==> config.mk <==
export PLATFORM = sky130hd
export DESIGN_NAME = display_scan_controller
export DESIGN_NICKNAME = d
export VERILOG_FILES = /design/src/rtl/display_scan_controller.sv
export SDC_FILE = /design/constraint.sdc
export NUM_CORES = 1
export LEC_CHECK = 0
export CORE_UTILIZATION = 40
export CTS_CLUSTER_DIAMETER = 80
export DETAILED_ROUTE_END_ITERATION = 16
export HOLD_SLACK_MARGIN = 0.15
export PLACE_DENSITY_LB_ADDON = 0.08
export RECOVER_POWER = 25
export SLEW_MARGIN = 20
export SYNTH_ARGS = -nofsm -noshare
export SYNTH_HDL_FRONTEND = slang
export SYNTH_SLANG_ARGS = --single-unit
==> constraint.sdc <==
create_clock -name reloj -period 6.2 [get_ports reloj]
set_clock_uncertainty 0.15 [all_clocks]
set_input_delay 1.24 -clock reloj [delete_from_list [all_inputs] [get_ports reloj]]
set_output_delay 1.24 -clock reloj [all_outputs]
set_load 0.02 [all_outputs]
==> src/rtl/display_scan_controller.sv <==
// -----------------------------------------------------------------------------
// display_scan_controller
//
// Drives a 4-digit common-anode 7-segment display from one fast clock. Each
// digit gets a slot of TICK_DIV clock cycles. The first BLANK_CYCLES cycles of
// the slot keep every anode off so the previous digit's segments cannot ghost
// into the next one. The remaining cycles light the digit.
//
// The displayed value, decimal points and digit mask are captured once per
// frame, on entry to the blank phase of digit 0. A frame is therefore always
// drawn from one consistent value.
//
// Parameters
//   TICK_DIV      clock cycles per digit slot (blank + show)
//   BLANK_CYCLES  dark cycles at the start of each slot, 1 <= BLANK_CYCLES < TICK_DIV
//
// Ports
//   reloj       in   system clock
//   reset       in   asynchronous reset, active-high
//   enable      in   1 = scan running, 0 = display dark
//   valor       in   4 hex digits, digit i = valor[4i+3:4i]
//   punto       in   decimal point per digit, 1 = lit
//   mascara     in   digit enable per digit, 1 = digit may light
//   anodos      out  anode drive, active-low, bit i = digit i
//   segmentos   out  segment drive, active-low, {g,f,e,d,c,b,a}
//   dp          out  decimal point drive, active-low
//   fin_cuadro  out  1-cycle pulse in the first blank cycle after digit 3
//
// Optional feature (compile-time macro LEADING_ZERO_BLANK_EN)
//   When defined, leading zero digits (from digit 3 downward, up to the first
//   non-zero digit) are darkened. Digit 0 is never suppressed. A suppressed
//   digit's decimal point still follows punto.
// -----------------------------------------------------------------------------
module display_scan_controller #(
  parameter int TICK_DIV     = 100000,
  parameter int BLANK_CYCLES = 500
) (
  input  logic        reloj,
  input  logic        reset,
  input  logic        enable,
  input  logic [15:0] valor,
  input  logic [3:0]  punto,
  input  logic [3:0]  mascara,
  output logic [3:0]  anodos,
  output logic [6:0]  segmentos,
  output logic        dp,
  output logic        fin_cuadro
);

  localparam int CW = (TICK_DIV > 1) ? $clog2(TICK_DIV) : 1;
  localparam logic [CW-1:0] CNT_LAST       = CW'(TICK_DIV - 1);
  localparam logic [CW-1:0] CNT_BLANK_LAST = CW'(BLANK_CYCLES - 1);

  typedef enum logic [1:0] {IDLE, BLANK, SHOW} state_t;

  state_t          state, state_nx;
  logic [1:0]      idx, idx_nx;
  logic [CW-1:0]   cnt, cnt_nx;
  logic            latch_en;

  logic [15:0]     valor_l;
  logic [3:0]      punto_l;
  logic [3:0]      mascara_l;
  logic [3:0]      sup_l;

  logic [3:0]      anodos_nx;
  logic [6:0]      segmentos_nx;
  logic            dp_nx;
  logic            fin_nx;
  logic            lit;

  // Active-low {g,f,e,d,c,b,a} pattern for one hex digit.
  function automatic logic [6:0] hex_decode(input logic [3:0] n);
    case (n)
      4'h0: return 7'h40;
      4'h1: return 7'h79;
      4'h2: return 7'h24;
      4'h3: return 7'h30;
      4'h4: return 7'h19;
      4'h5: return 7'h12;
      4'h6: return 7'h02;
      4'h7: return 7'h78;
      4'h8: return 7'h00;
      4'h9: return 7'h10;
      4'hA: return 7'h08;
      4'hB: return 7'h03;
      4'hC: return 7'h46;
      4'hD: return 7'h21;
      4'hE: return 7'h06;
      default: return 7'h0E;
    endcase
  endfunction

`ifdef LEADING_ZERO_BLANK_EN
  // A digit is suppressed when it and every digit above it are zero.
  function automatic logic [3:0] lead_zero_mask(input logic [15:0] v);
    logic [3:0] m;
    m[3] = (v[15:12] == 4'h0);
    m[2] = m[3] && (v[11:8] == 4'h0);
    m[1] = m[2] && (v[7:4] == 4'h0);
    m[0] = 1'b0;
    return m;
  endfunction
`endif

  // Next-state logic. enable=0 overrides every state so the display goes dark
  // on the next edge wherever the scan was.
  always_comb begin
    // NOTE: every signal written here gets a default first, so no path can
    // leave one unassigned and infer a latch.
    state_nx = state;
    idx_nx   = idx;
    cnt_nx   = cnt + 1'b1;
    latch_en = 1'b0;
    fin_nx   = 1'b0;

    if (!enable) begin
      state_nx = IDLE;
      idx_nx   = 2'd0;
      cnt_nx   = '0;
    end else begin
      case (state)
        IDLE: begin
          state_nx = BLANK;
          idx_nx   = 2'd0;
          cnt_nx   = '0;
          latch_en = 1'b1;
        end
        BLANK: begin
          if (cnt == CNT_BLANK_LAST) state_nx = SHOW;
        end
        SHOW: begin
          if (cnt == CNT_LAST) begin
            state_nx = BLANK;
            cnt_nx   = '0;
            idx_nx   = idx + 2'd1;
            if (idx == 2'd3) begin
              latch_en = 1'b1;
              fin_nx   = 1'b1;
            end
          end
        end
        default: begin
          state_nx = IDLE;
          idx_nx   = 2'd0;
          cnt_nx   = '0;
        end
      endcase
    end
  end

  // Output decode, computed from the next state so the pins are registered
  // and still line up with the state they belong to. The latched value is
  // stable before any SHOW phase begins, so the registered copy is used.
  always_comb begin
    anodos_nx    = 4'hF;
    segmentos_nx = 7'h7F;
    dp_nx        = 1'b1;
`ifdef LEADING_ZERO_BLANK_EN
    lit          = mascara_l[idx_nx] && !sup_l[idx_nx];
`else
    lit          = mascara_l[idx_nx];
`endif
    if (state_nx == SHOW) begin
      if (lit) begin
        anodos_nx    = ~(4'b0001 << idx_nx);
        segmentos_nx = hex_decode(valor_l[{idx_nx, 2'b00} +: 4]);
      end
      dp_nx = ~(punto_l[idx_nx] && mascara_l[idx_nx]);
    end
  end

  // NOTE: sequential state uses non-blocking assignments so every register
  // samples the values from before the edge, independent of statement order.
  always_ff @(posedge reloj or posedge reset) begin
    if (reset) begin
      state      <= IDLE;
      idx        <= 2'd0;
      cnt        <= '0;
      anodos     <= 4'hF;
      segmentos  <= 7'h7F;
      dp         <= 1'b1;
      fin_cuadro <= 1'b0;
    end else begin
      state      <= state_nx;
      idx        <= idx_nx;
      cnt        <= cnt_nx;
      anodos     <= anodos_nx;
      segmentos  <= segmentos_nx;
      dp         <= dp_nx;
      fin_cuadro <= fin_nx;
    end
  end

  // Frame latch: the image shown for a whole frame comes from one sample.
  always_ff @(posedge reloj or posedge reset) begin
    if (reset) begin
      valor_l   <= '0;
      punto_l   <= '0;
      mascara_l <= '0;
      sup_l     <= '0;
    end else if (latch_en) begin
      valor_l   <= valor;
      punto_l   <= punto;
      mascara_l <= mascara;
`ifdef LEADING_ZERO_BLANK_EN
      sup_l     <= lead_zero_mask(valor);
`else
      sup_l     <= '0;
`endif
    end
  end

endmodule

==> results of run 1 <==
-- cells by family after synthesis --
group | after synthesis | share of synthesized area [%]
compound gates | 47 | 12.7
xor+xnor | 12 | 3.39
fa+ha+maj | 12 | 4.84
buf+inv | 24 | 4.68
flops | 58 | 47.3
mux | 29 | 10.8
simple gates | 98 | 16.3
-- layer usage --
| layer | track usage, % | wire (um) |
|---|---|---|
| met2 | 21.9 | 2650 |
| met1 | 25.1 | 3270 |
| met3 | 3.55 | 274 |
| met5 | 0 | 0 |
| met4 | 9.27 | 144 |
-- state kept, by name, indices dropped and copies added (netlist names) --
register	cells
dp	1
state	2
valor_l	16
cnt	17
fin_cuadro	1
idx	2
anodos	4
punto_l	4
segmentos	7
mascara_l	4
-- area by class of cell --
cell class	count	area, um^2
inverters	13	48.8
clock inverters	7	101
clock buffers	9	124
fillers	680	3610
multi-input cells	198	1480
well taps	99	124
repair buffers	42	409
flip-flops and latches	58	1470
-- power by group through the flow --
| stage | clock network, mW | registers [mW] | logic, mW |
|---|---|---|---|
| floorplan | 0 | 0.421 | 0.0870 |
| global route | 0.422 | 0.423 | 0.133 |
| finish | 0.393 | 0.421 | 0.118 |
| CTS | 0.406 | 0.420 | 0.120 |
| global placement | 0 | 0.427 | 0.119 |
| detailed placement | 0 | 0.428 | 0.119 |
-- cell usage after synthesis (7+ instances only) --
library cell / instances / area share, %
inv_1: 13 / 1.6
a21oi_1: 8 / 1.3
o21ai_0: 7 / 1.1
nor2_1: 25 / 3.0
dfstp_2: 12 / 10
xnor2_1: 7 / 2.0
nand3_1: 10 / 1.6
nand2_1: 25 / 3.0
dfrtp_1: 46 / 37
mux2_2: 25 / 9.1
ha_1: 12 / 4.8
-- path summary, 6_finish.rpt --
path,start,to,slack [ps],cells past startpoint
setup reg to reg,cnt[0],segmentos[3],2370,12
max in group reloj,enable,segmentos[3],1920,12
hold / removal,cnt[0],cnt[0],340,1
setup / recovery,reset,cnt[15],1780,3
min in group asynchronous,reset,valor_l[0],2390,3
hold reg to reg,cnt[0],cnt[0],340,1
==> flow_summary_export.csv, run 1 <==
group,metric,value,unit
clock_tree,cts_tree,"built",
timing,worst_slack,1780,ps
clock_tree,ctsRootBufferMaster,"clkbuf_8",
worst_setup_path,crit_type,"input pin to asynchronous set/reset pin",
detailed_routing,routedWlPerCell,14.9,um
synth,synthDistinctLibCells,59,
synth,synthArstFlopShare,100,%
power,p_int,695,uW
detailed_routing,routed_via_density,5.24,
clock_tree,h-tree-depth,3,
global_route,grt_antenna_before_repair,0,
worst_setup_path,cp-end-kind,"asynchronous set/reset pin",
power,comb_power_share,12.7,%
synth,ys_ff_latch,58,
synth,synth_ff_type,"dfrtp_1",
global_route,grt_util_all_layers,16.7,%
placement,place_ws,1620,ps
placement,place_congestion,0.819,
timing,fin_crit_sh,71.2,%
cells_and_area,final_util,51.0,%
synth,synth.avg_cell_area,11.1,um^2
global_route,grt.overflow.total,0,
detailed_routing,ant_nets,0,
floorplanning,die_area,0.00811,mm^2
clock_tree,cts_resized,0,
floorplanning,io_pins,40,
detailed_routing,drt_wl_total,6.34,mm
power,ir_drop,134,uV
timing,drv_slew,59,
cells_and_area,syn2layout_area_growth,21.2,%
clock_tree,clkTransAtPathRegs,70,ps
power,netSwitchingPower,238,uW
cells_and_area,layout-drive-gt1-share,20.8,%
status,status,"complete, but fails checks",
power,power_density,248,mW/mm^2
timing,setup_tns,0,ps
clock_tree,numCtsBuffers,9,
timing,finalSetupViolCount,0,
global_route,grt_pass1_vias,2079,
worst_setup_path,cp.arrival,4020,ps
timing,fin_hold_ws,344,ps
timing,tightestPinTransition,3100,ps
synth,synth.cell_area,0.00310,mm^2
worst_setup_path,crit_family,"buffers and inverters",
worst_setup_path,cpPeakStageDelay,2190,ps
clock_tree,clock_latency,340,ps
placement,dpl_cell_area,0.00354,mm^2
floorplanning,die_x,90.0,um
status,violations,"max-capacitance violations, max-slew violations",
clock_tree,clock_sinks,58,
detailed_routing,first_iter_violations,104,
global_route,grt_max_degree,59,
cells_and_area,mostFrequentLayoutCell,"dfrtp_1",
clock_tree,clockBufferDepth,2,
cells_and_area,n_antenna_cell,0,
cells_and_area,fin_area,0.00376,mm^2
synth,yosys_warnings,0,
cells_and_area,fin_cells,426,
placement,dp.cells,410,
timing,layout_min_cycle_time,4420,ps
clock_tree,hold_buffers,0,
synth,syn-num-nets,319,
detailed_routing,firstDrtPassIters,4,
cells_and_area,final_cell_mix,"dfrtp_1 (46), clkdlybuf4s50_1 (38), nand2_1 (25), nor2_1 (25), mux2_2 (25)",
power,p_leak,1.50,nW
floorplanning,fp-row-count,31,
worst_setup_path,path_max_fanout,58,
floorplanning,start_util,42.1,%
synth,syn_inst,280,
power,p_seq_share,45.2,%
timing,finalHoldViolations,0,
worst_setup_path,start_kind,"input pin",
placement,place_hpwl,4.33,mm
power,p_total,932,uW
worst_setup_path,path_cells,"dlygate4sd3_1, clkinv_1, clkbuf_1",
placement,port_buffers,39,
power,switching_share,25.5,%
clock_tree,cts_setup_buffers,0,
timing,relSlewSlack,-107,%
timing,rsz0062_at_grt,"false",
timing,max_freq,0.226,GHz
detailed_routing,num_vias,2233,
floorplanning,die_h,90.0,um
worst_setup_path,cp_num_buf_inv,3,
job,cap_violations,1,
synth,yosysSeqAreaShare,47.3,%
detailed_routing,drc_errors,0,
worst_setup_path,cp.required,5810,ps
worst_setup_path,cp_slowest_cell,"clkbuf_1",
power,power_frac_clock,42.2,%
cells_and_area,nets,361,
floorplanning,coreArea,0.00737,mm^2
hold_path,hold_class,"flop to flop",
synth,synth-edff-count,0,
global_route,grt_pass1_wl,10.5,mm
Power figures use the tool's default switching activity.
==> run 2, diff against run 1 <==
- clock period: 6.2 -> 4 ns (I/O delays scaled with it)
==> run 2 against run 1 <==
Compared with the run above:
- the flow now finishes without violations
- design area increased by 2.5%
- highest routed layer unchanged
- global-route usage is 1.5 points higher
- clock power grew 74%
- wire length grew 4.3%
- worst hold slack got worse by 12 ps
- sequential power up 55%
- core utilization increased by 1.3 points
- largest power group is now clock
==> flow_summary_export.csv, run 2 (same netlist as run 1, synthesis figures left out) <==
group,metric,value,unit
status,status,"completed",
hold_path,hold_end,"cnt[0]",
hold_path,hold_path_depth,1,
timing,max_freq,0.276,GHz
cells_and_area,nets,369,
worst_setup_path,reg2reg_to,"segmentos[3]",
power,comb_power_share,12.2,%
worst_setup_path,path_max_fanout,7,
power,p_seq_share,43.0,%
floorplanning,die_x,90.0,um
hold_path,hold_class,"flop to flop",
timing,drv_slew,0,
clock_tree,hold_buffers,0,
clock_tree,cts_setup_buffers,0,
timing,layout_min_cycle_time,3620,ps
clock_tree,clockBufferDepth,2,
clock_tree,numCtsBuffers,9,
detailed_routing,wl_met3,221,um
timing,tightestPinTransition,1010,ps
power,p_leak,1.57,nW
cells_and_area,syn2layout_area_growth,24.2,%
placement,place_hpwl,4.78,mm
cells_and_area,layout-drive-gt1-share,23.3,%
global_route,grt_util_all_layers,18.2,%
placement,place_congestion,0.794,
floorplanning,io_pins,40,
power,netSwitchingPower,379,uW
global_route,grt.overflow.total,0,
clock_tree,cts_tree,"built",
floorplanning,die_h,90.0,um
clock_tree,clkTransAtPathRegs,70,ps
cells_and_area,fin_area,0.00385,mm^2
floorplanning,die_area,0.00811,mm^2
clock_tree,clock_sinks,58,
cells_and_area,reg_top3,"cnt x17, valor_l x16, segmentos x7",
clock_tree,clock_latency,340,ps
global_route,grt_pass1_vias,2280,
detailed_routing,top_layer,"met4",
detailed_routing,drt-met1-wl,3.44,mm
timing,rsz0062_at_grt,"false",
power,ir_drop,246,uV
global_route,grt_antenna_before_repair,0,
cells_and_area,regMostFlops,"cnt",
clock_tree,ctsRootBufferMaster,"clkbuf_8",
detailed_routing,drc_errors,0,
power,p_total,1.52,mW
timing,relSlewSlack,32.9,%
global_route,grt_pass1_wl,11.6,mm
timing,finalHoldViolations,0,
power,switching_share,24.9,%
cells_and_area,fin_cells,434,
worst_setup_path,reg2reg_from,"cnt[11]",
timing,setup_tns,0,ps
detailed_routing,routedWlPerCell,15.2,um
worst_setup_path,r2r_cells,11,
placement,dp.cells,418,
power,power_density,395,mW/mm^2
power,p_int,1.14,mW
worst_setup_path,start_kind,"flop",
floorplanning,start_util,42.1,%
cells_and_area,n_antenna_cell,0,
cells_and_area,largest_reg_flops,17,
global_route,grt_max_degree,26,
placement,port_buffers,39,
placement,dpl_cell_area,0.00360,mm^2
worst_setup_path,r2r_slack,380,ps
detailed_routing,num_vias,2277,
detailed_routing,wl_met2,2.85,mm
worst_setup_path,cp.arrival,3720,ps
worst_setup_path,crit_type,"flop to flop",
worst_setup_path,cp-end-kind,"flop",
cells_and_area,mostFrequentLayoutCell,"dfrtp_1",
job,cap_violations,0,
floorplanning,coreArea,0.00737,mm^2
detailed_routing,ant_nets,0,
detailed_routing,firstDrtPassIters,4,
detailed_routing,routed_via_density,5.25,
clock_tree,h-tree-depth,3,
clock_tree,cts_resized,0,
detailed_routing,first_iter_violations,100,
detailed_routing,drt_wl_total,6.61,mm
floorplanning,fp-row-count,31,
hold_path,hp-start,"cnt[0]",
worst_setup_path,cp.required,4100,ps
cells_and_area,final_cell_mix,"dfrtp_1 (46), clkdlybuf4s50_1 (38), nand2_1 (25), nor2_1 (25), mux2_2 (25)",
timing,fin_crit_sh,90.6,%
power,power_frac_clock,44.8,%
timing,finalSetupViolCount,0,
==> run 2: cell types whose count changed in the layout (fill, tap and decap cells not counted), sizes merged <==
cell      delta
buf          +8
clkinvlp     -2
bufinv       +1
inv          +1
==> run 2: power groups by stage <==
stage,logic (mW),registers (mW),clock network (mW)
after detailed placement,0.188,0.665,0
after global placement,0.184,0.665,0
final,0.186,0.654,0.682
after floorplan,0.135,0.652,0
after global routing,0.208,0.659,0.723
after CTS,0.189,0.654,0.694
==> run 2: worst max-delay path: stages, from the launching register on <==
cell and delay, ps:
dfrtp_1 450, or4_4 570, or3_4 410, o31ai_2 220, a31oi_1 100, and2_1 250
a222oi_1 410, nand2_1 240, ha_1 310, and2_4 150, a211oi_2 190, o21ai_1 90
==> run 2: layout make-up <==
| cell class | count | area [um^2] |
|---|---|---|
| tap | 99 | 124 |
| clock buffer | 9 | 124 |
| clock inverter | 7 | 125 |
| timing repair buffer | 50 | 469 |
| inverter | 13 | 48.8 |
| multi-input combinational | 198 | 1490 |
| sequential | 58 | 1470 |
| fill | 668 | 3520 |
==> run 2: layer usage <==
metal	vias to the layer above	track usage, %
met1	1117	26.6
met3	8	3.81
met4	0	6.85
met2	43	26.3
met5	-	0
li1	1109	-
==> run 2: worst max path at each step <==
| stage | start | end | slack [ps] | cells past startpoint |
|---|---|---|---|---|
| floorplan | cnt[11] | segmentos[3] | 660 | 12 |
| global placement | enable | segmentos[3] | 280 | 12 |
| detailed placement | enable | segmentos[3] | 190 | 12 |
| CTS | cnt[11] | segmentos[3] | 390 | 11 |
| global route | cnt[11] | segmentos[3] | 170 | 12 |
| finish | cnt[11] | segmentos[3] | 380 | 11 |
==> run 2: per-stage QoR <==
stage,hold slack (ps),worst slack (ps),utilization (%)
after floorplan,302,655,-
after global placement,325,276,48.9
after detailed placement,327,192,48.9
after CTS,337,395,52.3
after global routing,367,173,52.2
final,332,376,52.2
